## src/rtl/sixteen_bit_down_counter.sv

```systemverilog
// Loadable countdown timer: ripple half-subtractor decrement, 3-state control FSM, done/borrow pulses.
// Latency: one clk edge from load/start/en to q, busy, done and b (all registered).
// Backpressure: none; en is a per-edge count tick, and load/stop/start are taken whenever they are asserted.

// Ripple chain of half-subtractors computing a - 1 (borrow-in of stage 0 tied high).
module sixteen_bit_down_counter_dec #(
  parameter int WIDTH = 16
) (
  input  logic [WIDTH-1:0] a,
  output logic [WIDTH-1:0] diff,
  output logic             bout
);

  logic [WIDTH:0] bin;

  assign bin[0] = 1'b1;

  // Each stage: diff = a ^ bin, borrow-out = ~a & bin; the borrow ripples up through trailing zeros.
  for (genvar i = 0; i < WIDTH; i++) begin : g_hs
    assign diff[i]  = a[i] ^ bin[i];
    assign bin[i+1] = ~a[i] & bin[i];
  end

  // Final borrow is high only when every bit of a was zero.
  assign bout = bin[WIDTH];

endmodule

// Countdown timer top: count register, control FSM and registered done/borrow pulses.
module sixteen_bit_down_counter #(
  parameter int WIDTH = 16,
  parameter int WRAP  = 0
) (
  input  logic             clk,
  input  logic             reset,
  input  logic             load,
  input  logic [WIDTH-1:0] d,
  input  logic             start,
  input  logic             stop,
  input  logic             en,
  output logic [WIDTH-1:0] q,
  output logic             busy,
  output logic             done,
  output logic             b
);

  typedef enum logic [1:0] {
    ST_IDLE = 2'd0,
    ST_RUN  = 2'd1,
    ST_DONE = 2'd2
  } state_t;

  localparam logic [WIDTH-1:0] ONE     = WIDTH'(1);
  localparam logic             WRAP_ON = (WRAP != 0);

  state_t           state;
  state_t           state_nxt;
  logic [WIDTH-1:0] q_nxt;
  logic             done_nxt;
  logic             b_nxt;
  logic [WIDTH-1:0] dec;
  logic             dec_bout;

  sixteen_bit_down_counter_dec #(.WIDTH(WIDTH)) u_dec (
    .a    (q),
    .diff (dec),
    .bout (dec_bout)
  );

  // State, count and pulse registers; reset clears everything immediately.
  always_ff @(posedge clk or posedge reset) begin
    if (reset) begin
      state <= ST_IDLE;
      q     <= '0;
      done  <= 1'b0;
      b     <= 1'b0;
    end else begin
      state <= state_nxt;
      q     <= q_nxt;
      done  <= done_nxt;
      b     <= b_nxt;
    end
  end

  // Next-state and next-count decode; priority load > stop > start > en.
  always_comb begin
    state_nxt = state;
    q_nxt     = q;
    done_nxt  = 1'b0;
    b_nxt     = 1'b0;
    case (state)
      ST_IDLE: begin
        if (load) begin
          q_nxt = d;
          if (start) begin
            // A zero start value terminates at once; in free-run mode there is no DONE state.
            done_nxt  = (d == '0);
            state_nxt = ((d != '0) || WRAP_ON) ? ST_RUN : ST_DONE;
          end
        end else if (start) begin
          done_nxt  = (q == '0);
          state_nxt = ((q != '0) || WRAP_ON) ? ST_RUN : ST_DONE;
        end
      end
      ST_RUN: begin
        if (load) begin
          q_nxt = d;
          if ((d == '0) && !WRAP_ON) begin
            done_nxt  = 1'b1;
            state_nxt = ST_DONE;
          end
        end else if (stop) begin
          state_nxt = ST_IDLE;
        end else if (en) begin
          if (q == ONE) begin
            q_nxt    = dec;
            done_nxt = 1'b1;
            if (!WRAP_ON) state_nxt = ST_DONE;
          end else if (dec_bout) begin
            // Zero in RUN only happens in free-run mode; the stop-at-zero build parks in DONE instead.
            if (WRAP_ON) begin
              q_nxt = dec;
              b_nxt = 1'b1;
            end else begin
              state_nxt = ST_DONE;
            end
          end else begin
            q_nxt = dec;
          end
        end
      end
      ST_DONE: begin
        if (load) begin
          q_nxt     = d;
          state_nxt = ST_IDLE;
        end
      end
      default: begin
        state_nxt = ST_IDLE;
      end
    endcase
  end

  assign busy = (state == ST_RUN);

endmodule

```

## config.mk

```make
export PLATFORM = sky130hd
export DESIGN_NAME = sixteen_bit_down_counter
export DESIGN_NICKNAME = d
export VERILOG_FILES = /design/src/rtl/sixteen_bit_down_counter.sv
export SDC_FILE = /design/constraint.sdc
export NUM_CORES = 1
export LEC_CHECK = 0
export CORE_UTILIZATION = 40
export CTS_BUF_LIST = sky130_fd_sc_hd__clkbuf_4
export DETAILED_ROUTE_END_ITERATION = 8
export GPL_TIMING_DRIVEN = 0
export PLACE_DENSITY = 0.68
export SLEW_MARGIN = 25
export SYNTH_ARGS = -nofsm -noshare
export SYNTH_HDL_FRONTEND = slang
export SYNTH_HIERARCHICAL = 1
export SYNTH_SLANG_ARGS = --single-unit
```

## constraint.sdc

```tcl
create_clock -name clk -period 4.85 [get_ports clk]
set_clock_uncertainty 0.1 [all_clocks]
set_input_delay 0.97 -clock clk [delete_from_list [all_inputs] [get_ports clk]]
set_output_delay 0.97 -clock clk [all_outputs]
set_load 0.1 [all_outputs]
```

# Yosys cells after proc, flatten, opt, wreduce, memory -nomap -nowiden
# Index checks and enable logic that the tools add are counted.
[classes]
bitwise_logic = 46
reduce_logical = 9
eq_ne = 12
mux = 29
[op_table]
columns = ["op", "n"]
rows = [
  ["16-bit two-way mux", 6],
  ["16-bit logical NOT", 2],
  ["16-bit case mux with 2 select lines", 1],
  ["16-bit nonzero test", 2],
  ["2-bit two-way mux", 12],
  ["16-bit by 1-bit equality test with 1-bit output, second input constant", 1],
  ["1-bit NOT", 16],
  ["1-bit AND", 15],
  ["1-bit bitwise XOR", 15],
  ["5-bit AND reduction", 2],
  ["1-bit two-way mux", 8],
  ["3-bit != test, second input constant", 2],
  ["2-bit case mux with 3 select lines", 1],
  ["5-bit by 3-bit != test with 1-bit output, second input constant", 1],
  ["2-bit != test, second input constant", 2],
  ["4-bit by 3-bit != test with 1-bit output, second input constant", 1],
  ["4-bit != test, second input constant", 1],
  ["3-bit by 2-bit != test with 1-bit output, second input constant", 1],
  ["2-bit by 1-bit equality test with 1-bit output, second input constant", 1],
  ["2-bit equality test, second input constant", 1],
  ["2-bit logical NOT", 1],
  ["2-bit by 1-bit != test with 1-bit output, second input constant", 1],
  ["1-bit case mux with 2 select lines", 1],
  ["2-bit nonzero test", 1],
  ["2-bit OR reduction", 1],
]
[word_totals]
input_bits = 22
wordCells = 99
output_inout_bits = 19
register_bits = 19

# Longest topological paths before layout
[depth]
ltp_word = 22
depth_mapped = 20
depth_no_buf = 20

# Hierarchy
# Netlist, hierarchy kept.
[modules_own_cells]
columns = ["module", "seq_area_each_um2", "cells_per_inst", "area_each_um2", "n_inst"]
rows = [
  ["sixteen_bit_down_counter", 475.5, 101, 1186.1, 1],
  ["sixteen_bit_down_counter_dec", 0.0, 46, 304.0, 1],
]

# Worst setup path after synthesis
# No wires, ideal clock.
[synth_timing]
path_kind = "register to register"
startpoint = "reg q[0]"
endpoint = "reg q[9]"
setup_ns = 0.127
arrival_ns = 4.719
period_less_slack_ns = 4.945
required_time_ns = 4.623
slack_ns = -0.095
path_stages_with_launch = 21
path_cell_list = "dfrtp_1 -> inv_1 -> ha_1 -> ha_1 -> ha_1 -> ha_1 -> ha_1 -> ha_1 -> ha_1 -> ha_1 -> ha_1 -> ha_1 -> ha_1 -> ha_1 -> ha_1 -> ha_1 -> ha_1 -> a211o_1 -> a22oi_4 -> buf_12 -> mux2_4"
[synth_via]
elab_chain_len = 18
[synth_lines]
columns = ["item", "line", "rtl"]
rows = [
  ["start, declared", "41", "output logic [WIDTH-1:0] q,"],
  ["start signal, assigned", "79", "q <= q_nxt;"],
  ["1-bit NOT", "--", ""],
  ["via dec[0]", "61", "logic [WIDTH-1:0] dec;"],
  ["1-bit AND (15 in series)", "21", "assign bin[i+1] = ~a[i] & bin[i];"],
  ["via dec_bout", "62", "logic dec_bout;"],
  ["4-bit by 3-bit != test with 1-bit output (no source line)", "--", ""],
  ["5-bit AND reduction (no source line)", "--", ""],
]
# The timed path passes the listed nets, and every way through them passes these cells. The select of a mux whose other input is x is not followed.
# A chain may end at the register's enable or synchronous reset.

# Worst setup path after layout
[layout_timing]
startpoint = "reg q[0]"
endpoint = "reg q[11]"
# The elaborated chain is that of the path after synthesis.

==> results.py <==
metrics = {
    "timing": {
        "layout_min_cycle_time_ps": 4584,
        "rsz0062_at_grt": "false",
        "period_share_pct": 94.51,
        "clock.fmax_mhz": 218.2,
        "max_slew_margin_pct": 34.93,
        "setup_violations": 0,
        "tns_ps": 0,
        "slew_viol_final": 0,
        "hold_viol": 0,
        "worst_slack_ps": 266.3,
        "tightest_slew_ps": 973.0,
    },
    "yosys": {
        "synth_area_leaders": "dfrtp_1, mux2_2, ha_1",
        "yosysTopAreaCellShare_pct": 31.91,
        "syn_nets": 184,
        "ys_ff_latch": 19,
        "synth_most_common_cell": "inv_1",
        "async_flop_share_pct": 100.0,
        "ys_seq_area_share_pct": 31.91,
        "avgSynthCellArea_sq_um": 10.14,
        "ys.flop_type": "dfrtp_1",
        "yosys_warnings": 6,
        "ys_types": 25,
        "yosysTopAreaCell": "dfrtp_1",
        "synth-edff-count": 0,
        "netlist_instances": 147,
        "synthTopCellsByCount": "inv_1, mux2_2, dfrtp_1",
        "syn_area_sq_um": 1490,
    },
    "critical_path": {
        "r2r_setup_slack_ps": 270,
        "cp.required_ps": 4950,
        "path_common_cell": "ha_1",
        "r2r_cells": 20,
        "startpoint": "q[0]",
        "path_cells": "inv_1 -> ha_1 -> ha_1 -> ha_1 -> ha_1 -> ha_1 -> ha_1 -> ha_1 -> ha_1 -> ha_1 -> ha_1 -> ha_1 -> ha_1 -> ha_1 -> ha_1 -> ha_1 -> a211o_1 -> a22oi_4 -> buf_12 -> mux2_4",
        "start_kind": "register",
        "cp_max_fo": 10,
        "r2r-start": "q[0]",
        "path_class": "register to register",
        "arrival_ps": 4680,
        "critical-path-top-delay-family": "adder cells",
        "crit_slowest_cell": "dfrtp_2",
        "worst-path-buf-inv": 2,
        "end_kind": "register",
        "reg2reg_to": "q[11]",
        "slowest_delay_ps": 420,
    },
    "min_path": {
        "worstHoldPathCells": 1,
        "whs_endpoint": "q[0]",
        "worstHoldStart": "q[0]",
        "min_path_type": "register to register",
    },
    "run": {
        "maxCapViolations": 0,
    },
    "global_route": {
        "grt_first_pass_wirelength_um": 5623,
        "antenna_found_initial": 0,
        "overflow": 0,
        "grt_max_degree": 20,
        "grt_pass1_vias": 1278,
        "grt_usage_pct": 18.17,
    },
    "floorplanning": {
        "dieWidth_um": 63.04,
        "fp-row-count": 21,
        "dieArea_sq_um": 3973,
        "die_height_um": 63.04,
        "initial_core_util_pct": 43.29,
        "ios": 41,
        "core_sq_um": 3442,
    },
    "drt": {
        "drtIter0Drc": 38,
        "via_per_inst": 5.226,
        "ant_nets": 0,
        "drc": 0,
        "num_vias": 1228,
        "wirelength_um": 3268,
        "first_pass_iters": 4,
        "post_drt_wl_per_cell_um": 13.91,
    },
    "clock_network": {
        "cts_buffers": 3,
        "cts.sinks": 19,
        "clock-root-buffer": "clkbuf_4",
        "htreeDepth": 1,
        "tritoncts": "built",
        "cts_setup_buffers": 0,
        "path_clk_slew_ps": 130,
        "clk_path_buf_depth": 2,
        "cts_resized": 0,
        "hold_buffers": 0,
        "clock_latency_ps": 310,
    },
    "final_layout": {
        "nNetsFinal": 227,
        "drive_gt1_share_pct": 23.28,
        "area_growth_pct": 31.40,
        "fin_util_pct": 56.89,
        "num_antenna_cells": 0,
    },
    "placed_design": {
        "io_buffers": 38,
        "dp_hpwl_um": 2583,
        "place_worst_setup_slack_ps": 269.1,
        "routabilityCongestion": 0.8535,
    },
    "outcome": {
        "outcome": "finished, final reports clean",
    },
}
## registers in the layout, indices dropped and copies added, names as in the netlist
signal and flops:
done 1, q 16, state 2
## how the worst max path moves through the flow
| stage | slack (ps) | cells after the start | end |
|---|---|---|---|
| detailed placement | 270 | 20 | q[13] |
| global route | 80 | 20 | q[9] |
| finish | 270 | 20 | q[11] |
| CTS | 230 | 20 | q[11] |
| floorplan | 110 | 19 | q[9] |
| global placement | 320 | 20 | q[2] |
## cell usage in the layout (no fill, tap or decap), types with 2 or more instances in the layout
master           instances
a21oi_1                  5
mux2_2                  23
mux2_4                  10
ha_1                    15
nand2_1                  5
dfrtp_1                 17
nor4b_1                  2
nor2_1                   4
nor4_1                   7
o21ai_0                  3
inv_1                   34
dfrtp_2                  2
clkbuf_1                 3
clkbuf_4                 3
nand4_1                  2
nor3_1                   4
clkdlybuf4s50_1         38
## kinds of logic (layout without fill, tap and decap cells)
group | after synthesis | count (layout) | synth area share (%)
AOI/OAI and AO/OA | 12 | 12 | 5.877
DFF | 19 | 19 | 31.91
adders and majority gates | 15 | 15 | 12.59
and+or+nand+nor | 26 | 26 | 9.320
muxes | 34 | 34 | 28.13
other | 1 | 1 | 0.2516
buffers and inverters | 40 | 82 | 11.92
## area by class of cell
type	count	area, sq um
Buffer	6	50.05
Clock buffer	3	22.52
Clock inverter	1	5.005
Fill cell	310	1484
Inverter	34	127.6
Multi-Input combinational cell	88	837.1
Sequential cell	19	478.0
Tap cell	46	57.56
Timing Repair Buffer	38	380.4
## stage by stage
step / instance area, sq um / hold WS (ps) / instances
floorplan: 1493 / 501.8 / 147
global placement: 1931 / 448.0 / 231
detailed placement: 1931 / 457.7 / 231
CTS: 1958 / 487.2 / 235
global route: 1958 / 500.0 / 235
finish: 1958 / 480.5 / 235
## metal layers
layer / GRT usage, % / wire, um / up-vias
met5: 0 / 0 / -
met4: 6.977 / 42 / 0
met3: 3.467 / 173 / 7
met2: 32.26 / 1633 / 40
met1: 21.24 / 1419 / 597
li1: - / - / 584
Power is not shown: default switching activity piles up to over one toggle a cycle in this logic, so the estimate is an artifact.
